### config.mk
export PLATFORM = sky130hd
export DESIGN_NAME = lsu_mem_master
export DESIGN_NICKNAME = d
export VERILOG_FILES = /design/src/rtl/lsu_mem_master.sv
export SDC_FILE = /design/constraint.sdc
export NUM_CORES = 1
export LEC_CHECK = 0
export BUFFER_PORTS_ARGS = -buffer_cell sky130_fd_sc_hd__clkbuf_2
export CAP_MARGIN = 40
export CORE_MARGIN = 2
export CORE_UTILIZATION = 50
export CTS_BUF_LIST = sky130_fd_sc_hd__clkbuf_2
export CTS_CLUSTER_DIAMETER = 50
export DETAILED_ROUTE_END_ITERATION = 8
export PLACE_DENSITY = 0.81
export RECOVER_POWER = 25
export SETUP_SLACK_MARGIN = 0.15
export SLEW_MARGIN = 15
export SYNTH_ARGS = -nofsm -noshare
export SYNTH_HDL_FRONTEND = slang
export SYNTH_SLANG_ARGS = --single-unit
### constraint.sdc
create_clock -name clk -period 3.88 [get_ports clk]
set_input_delay 0.194 -clock clk [delete_from_list [all_inputs] [get_ports clk]]
set_output_delay 0.194 -clock clk [all_outputs]
set_load 0.03 [all_outputs]
### src/rtl/lsu_mem_master.sv
// Load/store initiator: turns one RV32I load/store into registered memory
// read/write transactions, with read-modify-write for SB/SH and a read timeout.
module lsu_mem_master #(
  parameter int TIMEOUT = 16,
  parameter int TO_W    = 5
) (
  input  logic        clk,
  input  logic        rst_n,
  input  logic        req_valid,
  output logic        req_ready,
  input  logic        req_we,
  input  logic [2:0]  req_funct3,
  input  logic [31:0] req_addr,
  input  logic [31:0] req_wdata,
  output logic        resp_valid,
  output logic [31:0] resp_rdata,
  output logic        resp_err,
  output logic        mem_re,
  output logic        mem_we,
  output logic [31:0] mem_addr,
  output logic [31:0] mem_data_in,
  input  logic [31:0] mem_data_out,
  input  logic        o_mem_re
);

  localparam logic [2:0] IDLE = 3'd0;
  localparam logic [2:0] RD   = 3'd1;
  localparam logic [2:0] WAIT = 3'd2;
  localparam logic [2:0] WR   = 3'd3;
  localparam logic [2:0] RESP = 3'd4;

  logic [2:0]      state_q, state_d;
  logic [TO_W-1:0] cnt_q, cnt_d;
  logic            is_store_q, is_store_d;
  logic [2:0]      funct3_q, funct3_d;
  logic [15:0]     wdata_q, wdata_d;
  logic            mem_re_q, mem_re_d;
  logic            mem_we_q, mem_we_d;
  logic [31:0]     mem_addr_q, mem_addr_d;
  logic [31:0]     mem_data_q, mem_data_d;
  logic            resp_valid_q, resp_valid_d;
  logic            resp_err_q, resp_err_d;
  logic [31:0]     resp_rdata_q, resp_rdata_d;

  logic        legal;
  logic [31:0] load_ext;

  always_comb begin
    legal = 1'b0;
    if (req_we) begin
      legal = (req_funct3 <= 3'd2);
    end else begin
      case (req_funct3)
        3'b000, 3'b001, 3'b010, 3'b100, 3'b101: legal = 1'b1;
        default:                                legal = 1'b0;
      endcase
    end
  end

  // The read word is already aligned to the request address, so extension
  // only ever looks at the low byte or half-word.
  always_comb begin
    case (funct3_q)
      3'b000:  load_ext = {{24{mem_data_out[7]}}, mem_data_out[7:0]};
      3'b100:  load_ext = {24'b0, mem_data_out[7:0]};
      3'b001:  load_ext = {{16{mem_data_out[15]}}, mem_data_out[15:0]};
      3'b101:  load_ext = {16'b0, mem_data_out[15:0]};
      default: load_ext = mem_data_out;
    endcase
  end

  always_comb begin
    // NOTE: every comb output gets a default first so no path infers a latch.
    state_d      = state_q;
    cnt_d        = cnt_q;
    is_store_d   = is_store_q;
    funct3_d     = funct3_q;
    wdata_d      = wdata_q;
    mem_addr_d   = mem_addr_q;
    mem_data_d   = mem_data_q;
    mem_re_d     = 1'b0;
    mem_we_d     = 1'b0;
    resp_valid_d = 1'b0;
    resp_err_d   = 1'b0;
    resp_rdata_d = 32'b0;

    case (state_q)
      IDLE: begin
        if (req_valid) begin
          is_store_d = req_we;
          funct3_d   = req_funct3;
          wdata_d    = req_wdata[15:0];
          if (!legal) begin
            state_d      = RESP;
            resp_valid_d = 1'b1;
            resp_err_d   = 1'b1;
          end else if (req_we && req_funct3 == 3'b010) begin
            state_d    = WR;
            mem_we_d   = 1'b1;
            mem_addr_d = req_addr;
            mem_data_d = req_wdata;
          end else begin
            state_d    = RD;
            mem_re_d   = 1'b1;
            mem_addr_d = req_addr;
          end
        end
      end
      RD: begin
        state_d = WAIT;
        cnt_d   = '0;
      end
      WAIT: begin
        if (o_mem_re) begin
          if (!is_store_q) begin
            state_d      = RESP;
            resp_valid_d = 1'b1;
            resp_rdata_d = load_ext;
          end else begin
            state_d    = WR;
            mem_we_d   = 1'b1;
            mem_data_d = funct3_q[0] ? {mem_data_out[31:16], wdata_q}
                                     : {mem_data_out[31:8], wdata_q[7:0]};
          end
        end else if (cnt_q == TO_W'(TIMEOUT - 1)) begin
          state_d      = RESP;
          resp_valid_d = 1'b1;
          resp_err_d   = 1'b1;
        end else begin
          cnt_d = cnt_q + 1'b1;
        end
      end
      WR: begin
        state_d      = RESP;
        resp_valid_d = 1'b1;
      end
      default: state_d = IDLE;
    endcase
  end

  // NOTE: sequential state uses non-blocking assignments only.
  always_ff @(posedge clk or negedge rst_n) begin
    if (!rst_n) begin
      state_q      <= IDLE;
      cnt_q        <= '0;
      is_store_q   <= 1'b0;
      funct3_q     <= 3'b0;
      wdata_q      <= 16'b0;
      mem_re_q     <= 1'b0;
      mem_we_q     <= 1'b0;
      mem_addr_q   <= 32'b0;
      mem_data_q   <= 32'b0;
      resp_valid_q <= 1'b0;
      resp_err_q   <= 1'b0;
      resp_rdata_q <= 32'b0;
    end else begin
      state_q      <= state_d;
      cnt_q        <= cnt_d;
      is_store_q   <= is_store_d;
      funct3_q     <= funct3_d;
      wdata_q      <= wdata_d;
      mem_re_q     <= mem_re_d;
      mem_we_q     <= mem_we_d;
      mem_addr_q   <= mem_addr_d;
      mem_data_q   <= mem_data_d;
      resp_valid_q <= resp_valid_d;
      resp_err_q   <= resp_err_d;
      resp_rdata_q <= resp_rdata_d;
    end
  end

  assign req_ready   = (state_q == IDLE);
  assign mem_re      = mem_re_q;
  assign mem_we      = mem_we_q;
  assign mem_addr    = mem_addr_q;
  assign mem_data_in = mem_data_q;
  assign resp_valid  = resp_valid_q;
  assign resp_err    = resp_err_q;
  assign resp_rdata  = resp_rdata_q;

endmodule

Word level (Yosys, flattened, before mapping). Index checks and enable logic that the tools add are counted.

Reduce and logical (&&, ||, !) cells: 12. Muxes and demuxes: 41. Add/subtract/negate cells: 1. $lt $le $gt $ge: 1. Equal/unequal tests: 19.

Operators by type and width (number): 32-bit 2-to-1 mux (8); 32-bit case mux with 4 select lines (1); 32-bit case mux with 2 select lines (1); 1-bit 2-to-1 mux (17); 16-bit 2-to-1 mux (1); 3-bit 2-to-1 mux (5); 3-bit equality test, second input constant (4); 3-bit case mux with 4 select lines (1); 5-bit 2-to-1 mux (2); 2-bit inequality test, second input constant (5); 5-bit case mux with 2 select lines (1); 3-bit by 1-bit equality test with 1-bit output, second input constant (3); 3-bit by 2-bit equality test with 1-bit output, second input constant (3); 3-bit logical NOT (3); 3-bit AND reduction (2); 6-bit AND reduction (1); 5-bit by 1-bit adder with 5-bit output, second input constant (1); 5-bit by 4-bit equality test with 1-bit output, second input constant (1); 5-bit OR reduction (1); 2-bit by 1-bit inequality test with 1-bit output, second input constant (2); 1-bit case mux with 2 select lines (2); 2-bit AND reduction (2); 2-bit nonzero test (2); 3-bit by 2-bit less-or-equal comparator with 1-bit output, second input constant (1); 4 further kinds (4).

Logic and storage cells: 86. Bits in registers: 128. Output and inout bits: 101.

Logic depth before layout (Yosys ltp). Gate-level depths: netlist of run 1.

Depth in word-level cells: 7. Mapped depth: 7.

Worst setup path before layout of run 1. Ideal clock, no wire load.

Path kind: register -> register. Start: register state_q[2]. End: register mem_data_q[16] (netlist: mem_data_in[16]). Buffers on the path: 2. Arrival time: 1.857 ns. Library setup time: 0.125 ns. Cell stages (with the launch flop): 6. Period minus slack after synthesis: 1.982 ns. Data required time: 3.755 ns. Path slack: 1.898 ns. Cells stage by stage: dfrtp_1 > buf_2 > nor3b_2 > clkbuf_1 > mux2_2 > mux2_2.

Word-level cells in the longest chain between the ends: 3.

Ends and longest elaborated chain: start: declaration (RTL line 32) `logic [2:0] state_q, state_d;`; start signal: assignment (RTL line 157) `state_q <= state_d;`; 3-bit by 2-bit equality test with 1-bit output / 3-bit logical NOT (equally long branches) (RTL line 87) `case (state_q)`; 2-bit inequality test (no source line), or another cell as far along; 6-bit AND reduction (no source line); end signal: assignment (RTL line 165) `mem_data_q <= mem_data_d;`; end: declaration (RTL line 40) `logic [31:0] mem_data_q, mem_data_d;`.

Several ways; a longest one is shown, not always the timed one. A chain may end at the register's enable or synchronous reset.

Final worst setup path of run 1.
Start: register state_q[1]. End: register resp_rdata_q[26] (netlist: resp_rdata[26]).

Word-level cells in the longest chain between the ends: 2.

Ends and longest elaborated chain: 3-bit by 2-bit equality test with 1-bit output (RTL line 87); 32-bit 2-to-1 mux (RTL line 87); via resp_rdata_d[26] (RTL line 43) `logic [31:0] resp_rdata_q, resp_rdata_d;`; end signal: assignment (RTL line 168) `resp_rdata_q <= resp_rdata_d;`; end: declaration (RTL line 43).

The timed path passes the listed nets, and every way through them passes these cells.

==> summary.txt, run 1 <==
Run status
  • Status: finished, violations left
  • Failing checks: capacitance limit, slew limit

Timing
  • Max Freq: 368 MHz
  • Fin. Hold Viols: 0
  • Slew of the pin with the lowest slew margin: 1.68 ns
  • Final Slew Violations: 29
  • Final worst slack: 1.16 ns
  • Tmin final: 2.72 ns
  • RSZ-0062 raised after global routing: false
  • Tcrit/Tclk final: 0.700
  • Setup-failing EPs final: 0
  • Max Clock Skew: 0.0274 ns
  • Headroom to the max-slew limit: -0.119
  • Fin Setup TNS: 0 ns

Worst setup path
  • Arrival @ worst endpoint: 3.23 ns
  • CP Class: reg -> reg
  • Largest fanout on the critical path: 14
  • Critical Path End Type: flop
  • RR Endpoint: resp_rdata[26]
  • CP Data Required Time: 4.40 ns
  • Startpoint Class: flop
  • R2R setup slack: 1.16 ns
  • End point of the critical path: resp_rdata[26]
  • Critical R2R Launch: state_q[1]
  • Worst setup path startpoint: state_q[1]
  • Reg2reg path depth: 4

Clock tree
  • Cts bufs inserted: 17
  • CTS tree: yes
  • Clock Pin Slew Worst Setup and Hold Paths: 0.20 ns
  • Worst-Skew Late Latency: 0.62 ns
  • Post-cts resize count: 0
  • CTS root buf: clkbuf_2
  • Max clock buf depth: 2
  • Htree depth: 4
  • CTS sink cnt: 128

Floorplanning
  • Die Area: 11,700 sq um
  • Die width: 108 microns
  • Top Ports: 205
  • FP Rows: 37
  • Initial core utilization: 0.519
  • Die Y: 108 microns
  • Core Area: 10,400 sq um

Power
  • Clock power share: 0.147
  • PD cells: 716 nW/um^2
  • Logic pwr share: 0.462
  • Switching share of power: 0.432
  • Internal power: 3210 uW
  • Reg power frac: 0.391
  • Static leakage: 0.00392 uW
  • Net Sw Power: 2450 uW
  • Peak supply drop: 388 uV

GRT
  • Initial antenna violation count: 0
  • Largest net degree at the start of global routing: 96
  • First-pass GRT wire length: 24.7 mm
  • Congestion Overflow GR: 0
  • Total GRT Usage: 0.276
  • Vias in the first global route: 4,975

Route
  • Antenna Nets Post-Route: 0
  • Total iterations of the first detailed-routing run: 4
  • Drt first-iter violations: 252
  • WL final: 15.8 mm
  • Vias: 4,571
  • Vias per std cell: 5.18
  • DRC violation count after routing: 0
  • Wire per inst: 17.9 microns

Logic synthesis
  • Post-Syn Nets: 532
  • Netlist cell types: 35
  • Warnings from Yosys: 0
  • Number of synthesized register bits: 128
  • Mapped cell area: 5410 sq um
  • Gate Count Post-Synth: 426
  • Sequential area share after synthesis: 0.592
  • Syn avg cell area: 12.7 sq um

Layout
  • Fillers: 642
  • Antenna Cells: 0
  • Share of cells above drive strength 1: 0.476
  • Layout Nets: 841
  • Synth-to-Final Area Change: 46.3%

Place
  • I/O Buffers: 204
  • Placer Congestion: 0.785
  • Hpwl dp: 9.52 mm
  • Place WS: 1.35 ns

Flow run
  • Max Cap Violations: 1

Worst hold path
  • Hold WC Path Type: in -> reg
-- registers in the layout (all words and copies together) (netlist names) --
| signal | cells |
|---|---|
| cnt_q | 5 |
| funct3_q | 3 |
| is_store_q | 1 |
| mem_addr | 32 |
| mem_data_in | 32 |
| mem_re | 1 |
| mem_we | 1 |
| resp_err | 1 |
| resp_rdata | 32 |
| resp_valid | 1 |
| state_q | 3 |
| wdata_q | 16 |
-- area by class of cell --
type | count | area [sq um] | share of cell area
inverter | 6 | 22.5 | 0.00285
clock inverter | 11 | 143 | 0.0180
sequential | 128 | 3200 | 0.405
clock buffer | 19 | 95.1 | 0.0120
tap | 136 | 170 | 0.0215
timing repair buffer | 316 | 2180 | 0.276
multi-input combinational | 266 | 2090 | 0.264
-- synth_stat cells --
cell       count  area, sq um
buf_6          1         11.3
nor2b_1       16          100
or3b_2         2         17.5
o311ai_0       1         8.76
nand2_1       58          218
nand3b_1       1         7.51
o31ai_1        2         15.0
nor4b_2        1         15.0
mux2_2       105         1180
o21ai_1        1         5.00
nor4bb_1       1         10.0
a2111oi_0      1         8.76
buf_2         11         55.1
nor2_1         4         15.0
dfrtp_1      128         3200
or4b_1         1         10.0
a32o_1         1         10.0
or4b_2         1         10.0
nor3b_1        1         7.51
nand3_1        3         15.0
nor3b_2        2         25.0
and3_1         1         6.26
a21oi_1       13         65.1
o21ai_0       13         65.1
a311o_1        2         20.0
inv_1          6         22.5
nand2b_1       1         6.26
ha_1           2         25.0
and2_1         8         50.1
o32ai_2        1         16.3
o211ai_1       3         22.5
clkbuf_1      13         48.8
buf_1          1         3.75
nor3_1        18         90.1
or4_1          2         15.0
-- worst max-delay path, cell delays in order, from the launching register on --
cell	delay, ns
dfrtp_1	0.60
nor3b_4	0.70
nand3b_1	0.66
buf_6	0.37
nor3_1	0.27
-- layer usage --
metal | track usage | up-vias | part of all wire
met1 | 0.341 | 2214 | 0.40
li1 | - | 2094 | -
met3 | 0.0687 | 38 | 0.076
met4 | 0.124 | 0 | 0.029
met5 | 0 | - | 0
met2 | 0.461 | 225 | 0.49
-- how the worst min path moves through the flow --
stage | startpoint | endpoint | cells past startpoint
after floorplan | rst_n | cnt_q[0] | 0
after global placement | rst_n | mem_data_in[13] | 1
after global routing | req_wdata[11] | wdata_q[11] | 4
final | req_wdata[6] | wdata_q[6] | 4
after detailed placement | rst_n | mem_data_in[11] | 1
after CTS | rst_n | mem_data_in[11] | 2
-- repair_timing --
action | CTS | global route
hold buffers | 103 | 1
hold endpoints to repair | 213 | 28
endpoints found under the setup margin | 0 | 0
setup buffers | 0 | 0
-- logic make-up (layout without fill, tap and decap cells) --
kind of cell | Yosys count | in the layout | share of synthesized area
AO/OA/AOI/OAI | 38 | 38 | 0.0437
adder cells (fa/ha/maj) | 2 | 2 | 0.00463
buffers and inverters | 32 | 352 | 0.0262
flip-flops | 128 | 128 | 0.592
multiplexers | 105 | 105 | 0.219
AND/OR/NAND/NOR | 121 | 121 | 0.114
-- layout by cell type, fill, tap and decap left out, types with 3 or more instances in the layout --
master,instances
o21ai_0,13
buf_4,4
clkinv_2,4
o211ai_1,3
mux2_2,105
nor3_1,18
nor2b_1,16
inv_1,6
bufinv_16,3
nand3_1,3
dlygate4sd3_1,104
clkbuf_2,222
nand2_1,58
and2_1,8
dfrtp_1,128
a21oi_1,13
buf_16,3
nor2_1,4
-- power groups by stage --
stage / Combinational, uW / Clock, uW / Sequential, uW
CTS: 2590 / 849 / 2180
finish: 2610 / 834 / 2210
detailed placement: 2510 / 0 / 2220
global placement: 2410 / 0 / 2180
global route: 2800 / 911 / 2270
floorplan: 1070 / 0 / 2850
-- per-stage QoR --
stage          instance area [sq um]  total power (uW)  hold WS, ns  utilization  std cells
2_1_floorplan                   5410              3910       -0.102            -        426
3_3_place_gp                    6540              4600        0.333        0.628        744
3_5_place_dp                    6610              4720        0.339        0.634        747
4_1_cts                         7880              5620        0.194        0.756        880
5_1_grt                         7910              5980        0.259        0.759        882
6_report                        7910              5660        0.306        0.759        882
No activity file was read; power rests on OpenSTA's default activity.
==> run 2, diff against run 1 <==
- ABC_AREA: default -> 1
- clock period: 3.88 -> 2.5 ns (I/O delays scaled with it)
==> run 2 against run 1 <==
- largest cell class unchanged
- highest routed layer unchanged
- clock power up 25%
- critical path type unchanged
- largest power group unchanged
- sequential power up 45%
- total power up 41%
- the run now ends clean
- register-to-register slack worse by 0.90 ns
==> summary.txt, run 2 <==
Run status
  • Status: complete, no violations

Worst setup path
  • Largest fanout on the critical path: 42 (+28)
  • CP Data Required Time: 3.07 ns (-1.33 ns)
  • Critical Path End Type: flop
  • Startpoint Class: flop
  • R2R setup slack: 0.27 ns (-0.90 ns)
  • CP Class: reg -> reg
  • Arrival @ worst endpoint: 2.80 ns (-0.43 ns)

Floorplanning
  • Initial core utilization: 0.514 (-0.00461)
  • FP Rows: 38 (+2.7%)
  • Die Area: 12,000 sq um (+3.0%)
  • Top Ports: 205 (unchanged)
  • Die Y: 110 microns (+1.5%)
  • Core Area: 10,800 sq um (+4.1%)
  • Die width: 110 microns (+1.5%)

Layout
  • Leading cell types in the layout, fill and taps excluded: nand2_1 (275), clkbuf_2 (224), dfrtp_1 (128)
  • Commonest non-fill, non-tap cell in the layout: nand2_1
  • Antenna Cells: 0 (unchanged)
  • Multi-input gate area: 2020 sq um (-3.3%)
  • Fillers: 752 (+17%)
  • Post-Layout Cell Count: 1,140 (+29%)
  • Share of cells above drive strength 1: 0.264 (-0.212)
  • Reg area: 3200 sq um (unchanged)
  • Layout Nets: 1,096 (+30%)
  • Synth-to-Final Area Change: 43.3%

Clock tree
  • Worst-Skew Late Latency: 0.63 ns (about the same)
  • CTS sink cnt: 128 (unchanged)
  • Htree depth: 4 (unchanged)
  • Cts bufs inserted: 17 (unchanged)
  • CTS root buf: clkbuf_2
  • Clock Pin Slew Worst Setup and Hold Paths: 0.17 ns (-0.03 ns)
  • Max clock buf depth: 2 (unchanged)
  • CTS tree: yes

Logic synthesis
  • Gate Count Post-Synth: 676 (+59%)
  • Dominant cells by area after synthesis: dfrtp_1 (57%), nand2_1 (19%), nand3_1 (6.6%)
  • Netlist cell types: 22 (-37%)
  • Post-Syn Nets: 782 (+47%)
  • Post-synth EDFFs: 0 (unchanged)
  • Fraction of registers with async set/reset: 1.00 (unchanged)
  • Warnings from Yosys: 0 (unchanged)
  • Top-count cell post-synth: nand2_1
  • Post-synth top area cell: dfrtp_1
  • Mapped cell area: 5580 sq um (+3.1%)
  • Number of synthesized register bits: 128 (unchanged)
  • Synth top area share: 0.574 (-0.0181)
  • Post-synth top flop: dfrtp_1
  • Syn avg cell area: 8.25 sq um (-35%)
  • Sequential area share after synthesis: 0.574 (-0.0181)
  • Synth cell count leaders: nand2_1 (275), dfrtp_1 (128), nand3_1 (74)

Flow run
  • Max Cap Violations: 0 (-1)

GRT
  • Vias in the first global route: 5,588 (+12%)
  • First-pass GRT wire length: 26.6 mm (+7.7%)
  • Total GRT Usage: 0.288 (+0.0118)
  • Congestion Overflow GR: 0 (unchanged)
  • Initial antenna violation count: 0 (unchanged)
  • Largest net degree at the start of global routing: 56 (-42%)

Place
  • Placer Congestion: 0.868 (+10%)
  • I/O Buffers: 204 (unchanged)
  • Hpwl dp: 9.73 mm (+2.2%)
  • Dpl cells: 999 (+34%)

Route
  • Antenna Nets Post-Route: 0 (unchanged)
  • Total iterations of the first detailed-routing run: 6 (+2)
  • Drt first-iter violations: 585 (+130%)
  • Vias: 5,783 (+27%)
  • WL final: 17.2 mm (+8.8%)
  • Vias per std cell: 5.07 (-2.1%)
  • Wire per inst: 15.1 microns (-16%)
  • DRC violation count after routing: 0 (unchanged)

Timing
  • Slew of the pin with the lowest slew margin: 1.31 ns (-0.367 ns)
  • Final Slew Violations: 0 (-100%)
  • Fin. Hold Viols: 0 (unchanged)
  • Fin Setup TNS: 0 ns (unchanged)
  • Tcrit/Tclk final: 0.894 (+0.194)
  • Setup-failing EPs final: 0 (unchanged)
  • Tmin final: 2.23 ns (-0.482 ns)
  • Max Clock Skew: 0.0163 ns (-0.0111 ns)
  • RSZ-0062 raised after global routing: false
  • Headroom to the max-slew limit: 0.126 (+0.245)
  • Max Freq: 447 MHz (+22%)

Worst hold path
  • Hold WC Path Type: in -> reg

Power
  • Peak supply drop: 642 uV (+65%)
  • PD cells: 1000 nW/um^2 (+40%)
  • Static leakage: 0.00461 uW (+18%)
## run 2: cell types whose count changed after synthesis, sizes merged, moves of 17 or more
cell | previous run | this run
mux2 | 105 | 0
nor3 | 18 | 1
o21ai | 14 | 49
inv | 6 | 47
nand2 | 58 | 280
nor2 | 4 | 53
nand3 | 3 | 74
## run 2: routing by layer
| layer | track usage | up-vias | wire length [microns] |
|---|---|---|---|
| li1 | - | 2732 | - |
| met1 | 0.347 | 2697 | 6730 |
| met2 | 0.504 | 309 | 8630 |
| met3 | 0.0735 | 45 | 1400 |
| met4 | 0.0958 | 0 | 468 |
| met5 | 0 | - | 0 |
## run 2: power breakdown
group	switching, uW	internal, uW	total, uW
Clock	706	330	1040
Sequential	442	2760	3210
Combinational	2580	1160	3740
Total	3730	4250	7990
## run 2: cell type report
class	count	share of cell area
clock buffers	19	0.0119
clock inverters	10	0.00924
inverters	48	0.0226
multi-input cells	466	0.253
flip-flops and latches	128	0.401
well taps	140	0.0219
repair buffers	329	0.281
## run 2: through the flow
step / hold slack [ns] / utilization / setup slack [ns] / instance area, sq um / total power [uW]
6_report: 0.230 / 0.737 / 0.265 / 7990 / 7990
3_3_place_gp: 0.212 / 0.619 / 0.748 / 6710 / 6550
3_5_place_dp: 0.217 / 0.619 / 0.691 / 6710 / 6620
2_1_floorplan: -0.171 / - / 0.892 / 5580 / 5550
5_1_grt: 0.168 / 0.737 / 0.150 / 7990 / 8530
4_1_cts: 0.0344 / 0.738 / 0.238 / 8000 / 7890
## run 2: final timing paths
path / startpoint / to / depth (start not counted)
setup reg to reg: state_q[2] / wdata_q[12] / 7
hold reg to reg: mem_addr[24] / mem_addr[24] / 2
max in group asynchronous: rst_n / wdata_q[10] / 3
hold / removal: mem_data_out[2] / resp_rdata[2] / 4
setup / recovery: state_q[2] / wdata_q[12] / 7
min in group asynchronous: rst_n / resp_rdata[6] / 2
## run 2: critical path, cell delays in order, from the launching register on
cell and delay (ns):
dfrtp_1 0.46, nor2_2 0.19, nand2_1 0.24, nor2_4 0.22
buf_8 0.28, nand2_1 0.15, nand2_1 0.10, dlygate4sd3_1 0.54
## run 2: logic make-up (layout without fill, tap and decap cells)
logic type / Yosys count / after routing / synth area share
buf+inv: 82 / 406 / 0.0646
simple gates: 412 / 412 / 0.309
fa+ha+maj: 2 / 2 / 0.00449
flops: 128 / 128 / 0.574
compound gates: 52 / 52 / 0.0471
## run 2: timing repair
action                     in CTS  in global routing
setup endpoints to repair       0                  4
buffers inserted                0                  0
hold endpoints to repair      220                  0
hold buffers                  112                  0
resized for setup               0                  2
==> run 3, diff against run 2 <==
- clock period: 2.5 -> 2.1 ns (I/O delays scaled with it)
==> run 3 against run 2 <==
- critical path depth unchanged
- routed wire length up 1.8%
- flip-flop and latch count unchanged
- die area is the same
- first-iteration DRC count increased by 15%
- cell count is 0.88% higher
- maximum frequency rose by 18%
- total power grew 19%
- register-to-register slack worse by 0.07 ns
- global-route usage up 0.82 points
- sequential share of layout area decreased by 0.40 points
==> summary.txt, run 3 (synthesis gave the netlist of run 2 again) <==
Floorplanning
  • Core Area: 10,800 sq um (unchanged)
  • Initial core utilization: 0.514 (unchanged)
  • FP Rows: 38 (unchanged)
  • Die Y: 110 microns (unchanged)
  • Die Area: 12,000 sq um (unchanged)
  • Top Ports: 205 (unchanged)
  • Die width: 110 microns (unchanged)

GRT
  • Vias in the first global route: 5,774 (+3.3%)
  • Largest net degree at the start of global routing: 44 (-21%)
  • Congestion Overflow GR: 0 (unchanged)
  • First-pass GRT wire length: 27.1 mm (+1.9%)
  • Total GRT Usage: 0.296 (+0.00822)
  • Initial antenna violation count: 0 (unchanged)

Worst setup path
  • R2R setup slack: 0.20 ns (-0.07 ns)
  • CP Cell Sequence: buf_4 > nor2_2 > nand2_2 > nor3_4 > nand2_1 > dlygate4sd3_1 > inv_1
  • Startpoint Class: flop
  • Highest-delay cell along the critical path: dlygate4sd3_1
  • Reg2reg path depth: 7 (unchanged)
  • Crit path largest cell delay: 0.57 ns (+0.03 ns)
  • Largest fanout on the critical path: 7 (-83%)
  • Arrival @ worst endpoint: 2.53 ns (-0.27 ns)
  • Critical Path End Type: flop
  • CP Class: reg -> reg
  • CP Data Required Time: 2.72 ns (-0.35 ns)

Timing
  • Slew of the pin with the lowest slew margin: 1.08 ns (-0.227 ns)
  • Final Slew Violations: 0 (unchanged)
  • Fin. Hold Viols: 0 (unchanged)
  • Tmin final: 1.90 ns (-0.333 ns)
  • Headroom to the max-slew limit: 0.278 (+0.152)
  • Fin Setup TNS: 0 ns (unchanged)
  • Max Freq: 526 MHz (+18%)
  • Max Clock Skew: 0.0243 ns (+0.00802 ns)
  • WHS: 0.198 ns (-0.0321 ns)
  • Final worst slack: 0.198 ns (-0.0667 ns)
  • Setup-failing EPs final: 0 (unchanged)
  • RSZ-0062 raised after global routing: true
  • Tcrit/Tclk final: 0.906 (+0.0116)

Layout
  • Synth-to-Final Area Change: 44.7%
  • Leading cell types in the layout, fill and taps excluded: nand2_1 (274), clkbuf_2 (227), dfrtp_1 (128)
  • Commonest non-fill, non-tap cell in the layout: nand2_1
  • Share of cells above drive strength 1: 0.274 (+0.0103)
  • Cell area after layout: 8070 sq um (+1.0%)
  • Layout Nets: 1,109 (+1.2%)
  • Antenna Cells: 0 (unchanged)

Power
  • Clock power share: 0.113 (-0.017)
  • Internal power: 5080 uW (+19%)
  • Peak supply drop: 692 uV (+7.8%)
  • Reg power frac: 0.396 (-0.005)
  • Logic pwr share: 0.491 (+0.022)
  • Switching share of power: 0.466 (-0.00118)
  • PD cells: 1180 nW/um^2 (+18%)
  • Net Sw Power: 4430 uW (+19%)
  • Pwr Total: 9510 uW (+19%)
  • Static leakage: 0.00466 uW (+1.0%)

Place
  • Place WS: 0.303 ns (-0.388 ns)
  • Placer Congestion: 0.865 (-0.30%)
  • Hpwl dp: 9.96 mm (+2.4%)
  • I/O Buffers: 204 (unchanged)
  • Area post-placement: 6740 sq um (+0.41%)

Clock tree
  • Clock Pin Slew Worst Setup and Hold Paths: 0.18 ns (about the same)
  • Max clock buf depth: 2 (unchanged)
  • Worst-Skew Late Latency: 0.66 ns (+0.03 ns)
  • CTS root buf: clkbuf_2
  • Cts bufs inserted: 17 (unchanged)
  • CTS tree: yes
  • Htree depth: 4 (unchanged)
  • CTS sink cnt: 128 (unchanged)

Route
  • Vias: 5,846 (+1.1%)
  • Wire per inst: 15.3 microns (+0.92%)
  • DRC violation count after routing: 0 (unchanged)
  • Drt first-iter violations: 673 (+15%)
  • WL final: 17.5 mm (+1.8%)
  • Total iterations of the first detailed-routing run: 6 (unchanged)
  • Vias per std cell: 5.08 (+0.21%)
  • Antenna Nets Post-Route: 0 (unchanged)

Worst hold path
  • Hold path depth: 4 (unchanged)
  • Hold WC Path Type: in -> reg

Run status
  • Status: complete, no violations

Flow run
  • Max Cap Violations: 0 (unchanged)
-- run 3: cell count changes in the layout (fill, tap and decap cells not counted), sizes merged --
cell and change:
buf +9, bufinv -1, clkbuf +4, clkinv -4
clkinvlp -1, dlygate4sd3 +3
-- run 3: stage by stage --
stage / instances / util
3_5_place_dp: 1001 / 0.622
5_1_grt: 1150 / 0.744
4_1_cts: 1146 / 0.745
3_3_place_gp: 1001 / 0.622
2_1_floorplan: 676 / -
6_report: 1150 / 0.744
-- run 3: repair_timing --
item,CTS,global route
resized for setup,3,5
buffers inserted,3,4
hold buffers,116,0
hold endpoints to repair,253,0
pin swaps,1,2
endpoints found under the setup margin,1,5
-- run 3: area by class of cell --
type / instances / area, sq um
flip-flops and latches: 128 / 3200
fillers: 774 / 2770
repair buffers: 342 / 2350
multi-input cells: 466 / 2030
inverters: 48 / 183
well taps: 140 / 175
clock buffers: 22 / 110
clock inverters: 4 / 18.8
-- run 3: worst max-delay path, delay by kind of cell (launching register included) --
kind                   cells  cell delay [ns]
buffers and inverters      3             0.79
and+or+nand+nor            4             0.66
DFF                        1             0.43
-- run 3: final timing paths --
path	start	to
max in group asynchronous	rst_n	resp_rdata[4]
worst min-delay path	mem_data_out[2]	resp_rdata[2]
min in group asynchronous	rst_n	mem_data_in[25]
worst min register to register	mem_addr[2]	mem_addr[2]
worst max register to register	state_q[2]	resp_rdata[13]
worst max-delay path	state_q[2]	resp_rdata[13]
-- run 3: power by group through the flow --
stage               sequential (uW)  clock, uW  combinational, uW
floorplan                      4980          0               1630
global placement               3770          0               4080
detailed placement             3780          0               4160
CTS                            3720       1110               4540
global route                   3850       1220               5090
finish                         3760       1080               4670
-- run 3: metal layers --
layer / wire (microns) / part of all wire / vias up / global-route usage
met3: 1520 / 0.087 / 55 / 0.0883
met1: 6700 / 0.38 / 2707 / 0.340
li1: - / - / 2761 / -
met5: 0 / 0 / - / 0
met4: 512 / 0.029 / 0 / 0.143
met2: 8810 / 0.50 / 323 / 0.506
